$ cat src/rtl/wb_mem_arbiter.sv
// Two-master Wishbone arbiter: instruction refill BIU (m0) and ITLB walker (m1)
// share one bus; round-robin on contention, no preemption, per-owner response timeout.
module wb_mem_arbiter #(
  parameter int unsigned TO_CYCLES = 255
) (
  input  logic        clk,
  input  logic        rst_n,
  input  logic        m0_cyc_i,
  input  logic        m0_stb_i,
  input  logic        m0_we_i,
  input  logic [31:0] m0_adr_i,
  input  logic [31:0] m0_dat_i,
  input  logic [3:0]  m0_sel_i,
  input  logic [2:0]  m0_cti_i,
  input  logic [1:0]  m0_bte_i,
  output logic        m0_ack_o,
  output logic        m0_err_o,
  output logic        m0_rty_o,
  output logic [31:0] m0_dat_o,
  input  logic        m1_cyc_i,
  input  logic        m1_stb_i,
  input  logic        m1_we_i,
  input  logic [31:0] m1_adr_i,
  input  logic [31:0] m1_dat_i,
  input  logic [3:0]  m1_sel_i,
  input  logic [2:0]  m1_cti_i,
  input  logic [1:0]  m1_bte_i,
  output logic        m1_ack_o,
  output logic        m1_err_o,
  output logic        m1_rty_o,
  output logic [31:0] m1_dat_o,
  output logic        wb_cyc_o,
  output logic        wb_stb_o,
  output logic        wb_we_o,
  output logic [31:0] wb_adr_o,
  output logic [31:0] wb_dat_o,
  output logic [3:0]  wb_sel_o,
  output logic [2:0]  wb_cti_o,
  output logic [1:0]  wb_bte_o,
  input  logic        wb_ack_i,
  input  logic        wb_err_i,
  input  logic        wb_rty_i,
  input  logic [31:0] wb_dat_i,
  output logic [1:0]  gnt_o,
  output logic        to_err_o
);

  typedef enum logic [1:0] {IDLE, OWN0, OWN1} state_e;

  localparam logic [7:0] TO_CNT = 8'(TO_CYCLES);

  state_e     state_q, state_d;
  logic       last_gnt_q, last_gnt_d;
  logic [7:0] cnt_q, cnt_d;
  logic       own0, own1, own_stb, resp, to_match, to_hit;

  assign own0     = (state_q == OWN0);
  assign own1     = (state_q == OWN1);
  assign own_stb  = (own0 & m0_stb_i) | (own1 & m1_stb_i);
  assign resp     = wb_ack_i | wb_err_i | wb_rty_i;
  assign to_match = (own0 | own1) & (cnt_q == TO_CNT);
  // A real response in the match cycle wins over the synthetic error.
  assign to_hit   = to_match & own_stb & ~resp;

  always_ff @(posedge clk or negedge rst_n) begin
    if (!rst_n) begin
      state_q    <= IDLE;
      last_gnt_q <= 1'b1;
      cnt_q      <= '0;
    end else begin
      state_q    <= state_d;
      last_gnt_q <= last_gnt_d;
      cnt_q      <= cnt_d;
    end
  end

  always_comb begin
    state_d    = state_q;
    last_gnt_d = last_gnt_q;
    cnt_d      = '0;
    unique case (state_q)
      IDLE: begin
        if (m0_cyc_i && m1_cyc_i) state_d = last_gnt_q ? OWN0 : OWN1;
        else if (m0_cyc_i)        state_d = OWN0;
        else if (m1_cyc_i)        state_d = OWN1;
      end
      OWN0: if (!m0_cyc_i) state_d = m1_cyc_i ? OWN1 : IDLE;
      OWN1: if (!m1_cyc_i) state_d = m0_cyc_i ? OWN0 : IDLE;
      default: state_d = IDLE;
    endcase
    if (state_d == OWN0 && state_q != OWN0) last_gnt_d = 1'b0;
    if (state_d == OWN1 && state_q != OWN1) last_gnt_d = 1'b1;
    if (!(state_d != state_q || resp || !own_stb || to_match))
      cnt_d = cnt_q + 8'd1;
  end

  always_comb begin
    wb_cyc_o = 1'b0;
    wb_stb_o = 1'b0;
    wb_we_o  = 1'b0;
    wb_adr_o = '0;
    wb_dat_o = '0;
    wb_sel_o = '0;
    wb_cti_o = '0;
    wb_bte_o = '0;
    if (own0) begin
      wb_cyc_o = m0_cyc_i;
      wb_stb_o = m0_stb_i & ~to_match;
      wb_we_o  = m0_we_i;
      wb_adr_o = m0_adr_i;
      wb_dat_o = m0_dat_i;
      wb_sel_o = m0_sel_i;
      wb_cti_o = m0_cti_i;
      wb_bte_o = m0_bte_i;
    end else if (own1) begin
      wb_cyc_o = m1_cyc_i;
      wb_stb_o = m1_stb_i & ~to_match;
      wb_we_o  = m1_we_i;
      wb_adr_o = m1_adr_i;
      wb_dat_o = m1_dat_i;
      wb_sel_o = m1_sel_i;
      wb_cti_o = m1_cti_i;
      wb_bte_o = m1_bte_i;
    end
  end

  assign m0_ack_o = wb_ack_i & own0 & m0_stb_i;
  assign m0_err_o = (wb_err_i | to_hit) & own0 & m0_stb_i;
  assign m0_rty_o = wb_rty_i & own0 & m0_stb_i;
  assign m1_ack_o = wb_ack_i & own1 & m1_stb_i;
  assign m1_err_o = (wb_err_i | to_hit) & own1 & m1_stb_i;
  assign m1_rty_o = wb_rty_i & own1 & m1_stb_i;

  // Read data is shared; held at zero only while reset is asserted.
  assign m0_dat_o = rst_n ? wb_dat_i : '0;
  assign m1_dat_o = rst_n ? wb_dat_i : '0;

  assign gnt_o    = {own1, own0};
  assign to_err_o = to_hit;

endmodule

$ cat config.mk
export PLATFORM = sky130hd
export DESIGN_NAME = wb_mem_arbiter
export DESIGN_NICKNAME = d
export VERILOG_FILES = /design/src/rtl/wb_mem_arbiter.sv
export SDC_FILE = /design/constraint.sdc
export NUM_CORES = 1
export LEC_CHECK = 0
export ABC_AREA = 0
export CAP_MARGIN = 10
export CORE_AREA = 4 4 128 130
export CTS_CLUSTER_DIAMETER = 80
export DETAILED_ROUTE_END_ITERATION = 10
export DIE_AREA = 0 0 132 134
export GPL_ROUTABILITY_DRIVEN = 0
export GPL_TIMING_DRIVEN = 0
export PLACE_DENSITY = 0.57
export SETUP_SLACK_MARGIN = 0.02
export SYNTH_ARGS = -nofsm -noshare
export SYNTH_HDL_FRONTEND = slang
export SYNTH_SLANG_ARGS = --single-unit
$ cat constraint.sdc
create_clock -name clk -period 2.6 [get_ports clk]
set_input_delay 0.39 -clock clk [delete_from_list [all_inputs] [get_ports clk]]
set_output_delay 0.39 -clock clk [all_outputs]
set_load 0.05 [all_outputs]
==> impl_metrics.tcl, run 1 <==
set metrics [dict create \
    status "finished, final reports clean" \
    cts_sinks 11 \
    grt_util_met1 0.160 \
    wl_microns 14400 \
    hold_path_class "primary input to async pin" \
    area_growth_pct 174 \
    grt_usage 0.147 \
    slowest_stage "dlygate4sd2_1" \
    synth.distinct_cells 44 \
    slew_violations 0 \
    antenna_found_initial 0 \
    dr.pass1.iters 4 \
    vias_per_cell 4.26 \
    grt_pass1_vias 3596 \
    syn_area_sq_um 2060 \
    postCtsHoldBufs 0 \
    cts-root-buf "clkbuf_16" \
    placed_area_sq_um 5680 \
    worst-path-buf-inv 3 \
    synth_top_area_frac 0.289 \
    slew_headroom 0.603 \
    cts_buffer_depth 2 \
    cts_tree "built" \
    crit_family "buffers and inverters" \
    die_x_microns 132 \
    busiest_layer "met2" \
    crit_path_max_fanout 10 \
    die_y_microns 134 \
    fp-row-count 45 \
    detailed_place_hpwl_microns 12600 \
    skew_ns 0.00337 \
    rrSetupSlack_ns 0.45 \
    start_util 0.136 \
    finalSetupViolCount 0 \
    synth_most_common_cell "a22o_1" \
    final.fill_count 1558 \
    overflow 0 \
    core-area_sq_um 15100 \
    clock_latency_ns 0.24 \
    h-tree-depth 1 \
    fin_util 0.372 \
    synth-edff-count 0 \
    fmax_ghz 0.408 \
    r2r_end "cnt_q[7]$_DFF_PN0_" \
    portBuffers 337 \
    ys_seq_elements 11 \
    yosys.area.top_type "a22o_1" \
    num_vias 3413 \
    rsz0062_at_grt "no" \
    pin_count 338 \
    ys_dominant_reg_cell "dfrtp_1" \
    path_depth 5 \
    drv_cap 0 \
    nets 811 \
    dp_slack_ns -1.03 \
    worst_path_largest_cell_delay_ns 0.56 \
    synth_area_leaders "a22o_1 (29%), buf_4 (13%), dfrtp_1 (12%)" \
    ys_top_cells_by_count "a22o_1 (68), buf_4 (35), and2_1 (33)" \
    r2r_start "state_q[0]$_DFF_PN0_" \
    setup_ws_ns 0.148 \
    ys_seq_area_frac 0.134 \
    power.density_nw_per_um2 921 \
    end_kind "primary output" \
    startpoint "state_q[0]$_DFF_PN0_" \
    hold_viol_final 0 \
    path_class "register to primary output" \
    diodes 0 \
    synth_nets 464 \
    die-area_sq_um 17700 \
    yosysWarnings 0 \
    crit_chain "inv_1, ha_2, clkbuf_2, and3_1, dlygate4sd2_1" \
    antenna_left 0 \
    async_flop_share 1.00 \
    avgSynthCellArea_sq_um 7.69 \
    netlist_instances 268 \
    cp-start-kind "register" \
    grt_pass1_wl_microns 20800 \
    route.detailed.drc 0 \
    grtUsageMet2 0.270 \
    period_minus_slack_ns 2.45 \
    worstPathArrival_ns 2.06 \
    first_iter_violations 62 \
    met3_usage 0.0548 \
    reg2reg_depth 7 \
    fin_crit_sh 0.943 \
    tightest_slew_ns 0.594 \
    cp-endpoint "m1_ack_o" \
    crit_required_ns 2.21 \
    layout-drive-gt1-share 0.249 \
    grt_start_max_net_pins 17 \
    p_leak_uw 0.00294 \
    numCtsBuffers 3 \
    drt-wirelength-per-cell_microns 17.9 \
    final_area_sq_um 5640 \
    irDropWorstVdd_uv 540 \
    clkTransAtPathRegs_ns 0.04 \
]
==> cell usage in the layout (no fill, tap or decap), drive strengths merged, types with 10 or more instances in the layout <==
cell type / n
a22o: 68
dlymetal6s2s: 28
dfrtp: 10
dlygate4sd2: 34
and2: 33
nand2: 24
buf: 112
clkdlybuf4s15: 10
clkbuf: 23
clkdlybuf4s50: 195
==> state kept, by name, summed over array words and instances (netlist names) <==
signal      count
cnt_q           8
state_q         2
last_gnt_q      1
==> metal layers <==
layer / wire (microns) / share of wire
met1: 5440 / 0.38
met2: 7380 / 0.51
met3: 1310 / 0.091
met4: 238 / 0.017
met5: 0 / 0
==> repair_timing <==
| item | 4_1_cts | 5_1_grt |
|---|---|---|
| setup buffers | 0 | 5 |
| gates resized for setup | 460 | 47 |
| endpoints found under the hold margin | 0 | 0 |
| setup endpoints to repair | 145 | 106 |
| cloned | 0 | 0 |
==> where the power goes <==
group	switching (uW)	internal, uW
clock	74.6	206
sequential	28.1	204
combinational	3170	1510
total	3280	1910
==> worst min path at each step <==
stage	cells past startpoint	end
detailed placement	1	cnt_q[0]$_DFF_PN0_
global placement	1	cnt_q[0]$_DFF_PN0_
global route	1	cnt_q[5]$_DFF_PN0_
finish	1	cnt_q[5]$_DFF_PN0_
floorplan	0	cnt_q[0]$_DFF_PN0_
CTS	1	cnt_q[5]$_DFF_PN0_
==> metrics by stage <==
step	TNS, ns	power, uW	hold WS [ns]	std cells
4_1_cts	0	5210	0.177	797
3_5_place_dp	-86.08	5130	0.458	793
2_1_floorplan	-1.07	3380	0.0944	268
6_report	0	5190	0.156	802
3_3_place_gp	-83.18	5130	0.445	793
5_1_grt	0	5440	0.194	802
==> final cells by class <==
class | instances | area [sq um] | share of cell area
Timing Repair Buffer | 342 | 3180 | 0.564
Inverter | 4 | 15.0 | 0.00266
Buffer | 57 | 394 | 0.0699
Tap cell | 188 | 235 | 0.0417
Multi-Input combinational cell | 196 | 1460 | 0.258
Clock buffer | 4 | 78.8 | 0.0140
Sequential cell | 11 | 279 | 0.0495
==> cell families (layout without fill, tap and decap cells) <==
family | count (synthesis) | after routing | synth area share
and+or+nand+nor | 91 | 91 | 0.242
xor gates and xnor gates | 6 | 6 | 0.0255
muxes | 1 | 1 | 0.00546
buffers and inverters | 61 | 407 | 0.175
adders and majority gates | 7 | 7 | 0.0425
AOI/OAI and AO/OA | 91 | 91 | 0.375
DFF | 11 | 11 | 0.134
Power figures use the tool's default switching activity.
==> inputs of run 2 (changes only) <==
--- a/config.mk
+++ b/config.mk
@@ -12,7 +12,6 @@
 export DETAILED_ROUTE_END_ITERATION = 10
 export DIE_AREA = 0 0 132 134
 export GPL_ROUTABILITY_DRIVEN = 0
-export GPL_TIMING_DRIVEN = 0
 export PLACE_DENSITY = 0.57
 export SETUP_SLACK_MARGIN = 0.02
 export SYNTH_ARGS = -nofsm -noshare
==> impl_metrics.tcl, run 2 (synthesis results as in run 1) <==
set metrics [dict create \
    area_growth_pct 239 \
    dp_slack_ns 0.261 \
    die_x_microns 132 \
    grt_pass1_wl_microns 21200 \
    tightest_slew_ns 0.484 \
    detailed_place_hpwl_microns 13200 \
    slew_violations 0 \
    grt_usage 0.153 \
    cts-root-buf "clkbuf_16" \
    period_minus_slack_ns 2.44 \
    path_class "register to primary output" \
    slowest_stage "dfrtp_2" \
    grt_util_met1 0.155 \
    cts_buffer_depth 2 \
    setup_ws_ns 0.163 \
    die_y_microns 134 \
    cts_sinks 11 \
    status "finished, final reports clean" \
    postCtsHoldBufs 0 \
    antenna_left 0 \
    irDropWorstVdd_uv 653 \
    worstPathArrival_ns 2.05 \
    fmax_ghz 0.410 \
    crit_required_ns 2.21 \
    layout-drive-gt1-share 0.304 \
    clock_latency_ns 0.23 \
    cp-start-kind "register" \
    num_vias 3248 \
    portBuffers 337 \
    rsz0062_at_grt "no" \
    hold_viol_final 0 \
    crit_chain "inv_1, ha_1, nand2_1, a211o_1, nor4_2, buf_12" \
    vias_per_cell 4.33 \
    finalSetupViolCount 0 \
    drt-wirelength-per-cell_microns 19.7 \
    grt_pass1_vias 3501 \
    largest_reg_flops 8 \
    die-area_sq_um 17700 \
    reg_top3 "cnt_q (8), state_q (2), last_gnt_q (1)" \
    clkTransAtPathRegs_ns 0.04 \
    grt_start_max_net_pins 57 \
    dr.pass1.iters 4 \
    diodes 0 \
    fin_util 0.461 \
    numCtsBuffers 3 \
    setup_tns_ns 0 \
    mostFrequentLayoutCells "clkdlybuf4s50_1 (188), buf_12 (147), a22o_1 (68)" \
    overflow 0 \
    cts_tree "built" \
    hold_path_class "register to register" \
    nets 759 \
    fp-row-count 45 \
    first_iter_violations 100 \
    final_common_cell "clkdlybuf4s50_1" \
    slew_headroom 0.669 \
    power.density_nw_per_um2 980 \
    grtUsageMet2 0.294 \
    antenna_found_initial 1 \
    p_leak_uw 0.00282 \
    busiest_layer "met2" \
    start_util 0.136 \
    h-tree-depth 1 \
    drv_cap 0 \
    skew_ns 0.00105 \
    crit_path_max_fanout 10 \
    fin_crit_sh 0.937 \
    startpoint "state_q[0]$_DFF_PN0_" \
    end_kind "primary output" \
    hp-start "cnt_q[0]$_DFF_PN0_" \
    pin_count 338 \
    worst_path_largest_cell_delay_ns 0.49 \
    r2r_start "state_q[0]$_DFF_PN0_" \
    route.detailed.drc 0 \
    core-area_sq_um 15100 \
    largest_register "cnt_q" \
    met3_usage 0.0578 \
    wl_microns 14800 \
    final.fill_count 1393 \
]
## run 2: stage by stage
step	area, sq um	power [uW]	std cells	hold slack [ns]
finish	6980	6840	750	0.477
global route	6980	7080	750	0.504
CTS	6950	6860	748	0.483
detailed placement	6870	6550	744	0.478
global placement	6870	6500	744	0.443
floorplan	2070	3380	268	0.0944
## run 2: worst max-delay path: cells and delay by family (launching register included)
kind | cells | cell delay (ns)
flip-flops | 1 | 0.49
AND/OR/NAND/NOR | 2 | 0.44
buffers and inverters | 2 | 0.33
AO/OA/AOI/OAI | 1 | 0.31
adder cells (fa/ha/maj) | 1 | 0.23
## run 2: report_power, final
part	total (uW)	internal (uW)	leakage (uW)	switching [uW]
combinational	6310	2880	0.00264	3430
clock	276	205	0.0000382	70.6
sequential	250	202	0.000146	47.6
total	6840	3290	0.00282	3550
## run 2: metal layers
metal,wire length (microns),up-vias
li1,-,1551
met1,5070,1478
met2,7940,201
met3,1460,16
met4,302,2
met5,7,-
## run 2: what timing repair did
action	4_1_cts	5_1_grt
setup endpoints to repair	7	70
resized for setup	1	3
buffers inserted	0	2
pin swaps	0	0
cloned	0	0
## run 2: layout make-up
| type | instances | area (sq um) | share of cell area |
|---|---|---|---|
| inverter | 4 | 15.0 | 0.00215 |
| sequential | 11 | 278 | 0.0398 |
| timing repair buffer | 347 | 4920 | 0.705 |
| multi-input combinational | 196 | 1450 | 0.208 |
| tap | 188 | 235 | 0.0337 |
| clock buffer | 4 | 78.8 | 0.0113 |
## run 2: path summary, 6_finish.rpt
| kind | depth (start not counted) | slack [ns] | end |
|---|---|---|---|
| max | 6 | 0.16 | to_err_o |
| min | 1 | 0.48 | cnt_q[0]$_DFF_PN0_ |
| max reg2reg | 7 | 0.42 | last_gnt_q$_DFFE_PN1P_ |
| min reg2reg | 1 | 0.48 | cnt_q[0]$_DFF_PN0_ |
| max in group asynchronous | 2 | 1.74 | last_gnt_q$_DFFE_PN1P_ |
| min in group asynchronous | 2 | 0.55 | cnt_q[2]$_DFF_PN0_ |
==> inputs of run 3 (changes only) <==
--- a/config.mk
+++ b/config.mk
@@ -12,7 +12,7 @@
 export DETAILED_ROUTE_END_ITERATION = 10
 export DIE_AREA = 0 0 132 134
 export GPL_ROUTABILITY_DRIVEN = 0
-export PLACE_DENSITY = 0.57
+export PLACE_DENSITY_LB_ADDON = 0.25
 export SETUP_SLACK_MARGIN = 0.02
 export SYNTH_ARGS = -nofsm -noshare
 export SYNTH_HDL_FRONTEND = slang
==> impl_metrics.tcl, run 3 (synthesis results as in run 1) <==
set metrics [dict create \
    status "finished, final reports clean" \
    detailed_place_hpwl_microns 12300 \
    die_x_microns 132 \
    hold_viol_final 0 \
    grt_usage 0.139 \
    num_vias 3250 \
    diodes 0 \
    final_area_sq_um 6960 \
    antenna_found_initial 1 \
    power.density_nw_per_um2 978 \
    fin_util 0.460 \
    rsz0062_at_grt "no" \
    wl_microns 13500 \
    worstPathArrival_ns 2.05 \
    holdWs_ns 0.466 \
    die-area_sq_um 17700 \
    route.met3.wl_microns 1350 \
    crit_path_max_fanout 8 \
    first_iter_violations 80 \
    setup_tns_ns 0 \
    drt-met1-wl_microns 4780 \
    overflow 0 \
    reg_top3 "cnt_q (8), state_q (2), last_gnt_q (1)" \
    cp-start-kind "register" \
    hold_path_class "register to register" \
    irDropWorstVdd_uv 419 \
    antenna_left 0 \
    grt_pass1_wl_microns 19400 \
    dr.pass1.iters 5 \
    cts_buffer_depth 2 \
    grt_pass1_vias 3395 \
    placed_area_sq_um 6860 \
    vias_per_cell 4.36 \
    final_common_cell "clkdlybuf4s50_1" \
    cts_tree "built" \
    die_y_microns 134 \
    cts_sinks 11 \
    mostFrequentLayoutCells "clkdlybuf4s50_1 (188), buf_12 (148), a22o_1 (68)" \
    slew_headroom 0.658 \
    h-tree-depth 1 \
    grt_start_max_net_pins 83 \
    route.detailed.drc 0 \
    fmax_ghz 0.410 \
    crit_required_ns 2.21 \
    drv_cap 0 \
    cts-root-buf "clkbuf_16" \
    dr.max_layer_used "met5" \
    wl_met2_microns 7080 \
    tightest_slew_ns 0.508 \
    clock_latency_ns 0.24 \
    layout-drive-gt1-share 0.299 \
    area_growth_pct 238 \
    largest_reg_flops 8 \
    path_class "register to primary output" \
    numCtsBuffers 3 \
    largest_register "cnt_q" \
    clkTransAtPathRegs_ns 0.04 \
    start_util 0.136 \
    fin_crit_sh 0.939 \
    finalSetupViolCount 0 \
    p_leak_uw 0.00281 \
    slew_violations 0 \
    portBuffers 337 \
    drt-wirelength-per-cell_microns 18.1 \
    fp-row-count 45 \
    pin_count 338 \
    postCtsHoldBufs 0 \
    end_kind "primary output" \
    nets 755 \
    period_minus_slack_ns 2.44 \
    skew_ns 0.00125 \
    finalPower_uw 6810 \
    core-area_sq_um 15100 \
]
==> run 3: worst paths after layout <==
check	from	end	slack (ns)	cells past startpoint
min reg2reg	cnt_q[0]$_DFF_PN0_	cnt_q[0]$_DFF_PN0_	0.47	1
min in group asynchronous	rst_n	cnt_q[6]$_DFF_PN0_	0.55	2
max in group asynchronous	rst_n	last_gnt_q$_DFFE_PN1P_	1.75	2
max reg2reg	state_q[0]$_DFF_PN0_	cnt_q[3]$_DFF_PN0_	0.36	6
max	state_q[1]$_DFF_PN0_	m1_err_o	0.16	8
min	cnt_q[0]$_DFF_PN0_	cnt_q[0]$_DFF_PN0_	0.47	1
==> run 3: repair_timing <==
action                     4_1_cts  5_1_grt
buffers inserted                 0        0
resized for setup                0        2
setup endpoints to repair        0        3
==> run 3: metrics by stage <==
step                      setup slack, ns  std cells
after detailed placement            0.225        742
after global routing               0.0648        746
after floorplan                    -0.155        268
after global placement              0.358        742
after CTS                          0.0718        746
final                               0.158        746
==> run 3: final cells by class <==
type                            instances  area [sq um]
Fill cell                            1375          8180
Timing Repair Buffer                  343          4900
Multi-Input combinational cell        196          1460
Sequential cell                        11           277
Tap cell                              188           235
Clock buffer                            3          75.1
Inverter                                4          15.0
Clock inverter                          1          5.00
==> run 3: critical path: stages, from the launching register on <==
cell and delay (ns):
dfrtp_1 0.46, inv_1 0.17, ha_4 0.23, nand2_2 0.08, a211o_1 0.36, inv_1 0.08, a21oi_1 0.07, nor2_1 0.19
buf_12 0.17
==> run 3: per-layer routing <==
metal / up-vias / GRT usage
met2: 212 / 0.259
met1: 1472 / 0.149
met4: 2 / 0.0309
li1: 1542 / -
met5: - / 0
met3: 22 / 0.0503
==> run 3: power by group <==
group,switching [uW],internal (uW),leakage (uW)
Sequential,35.2,201,0.000148
Combinational,3430,2870,0.00263
Clock,72.0,203,0.0000409
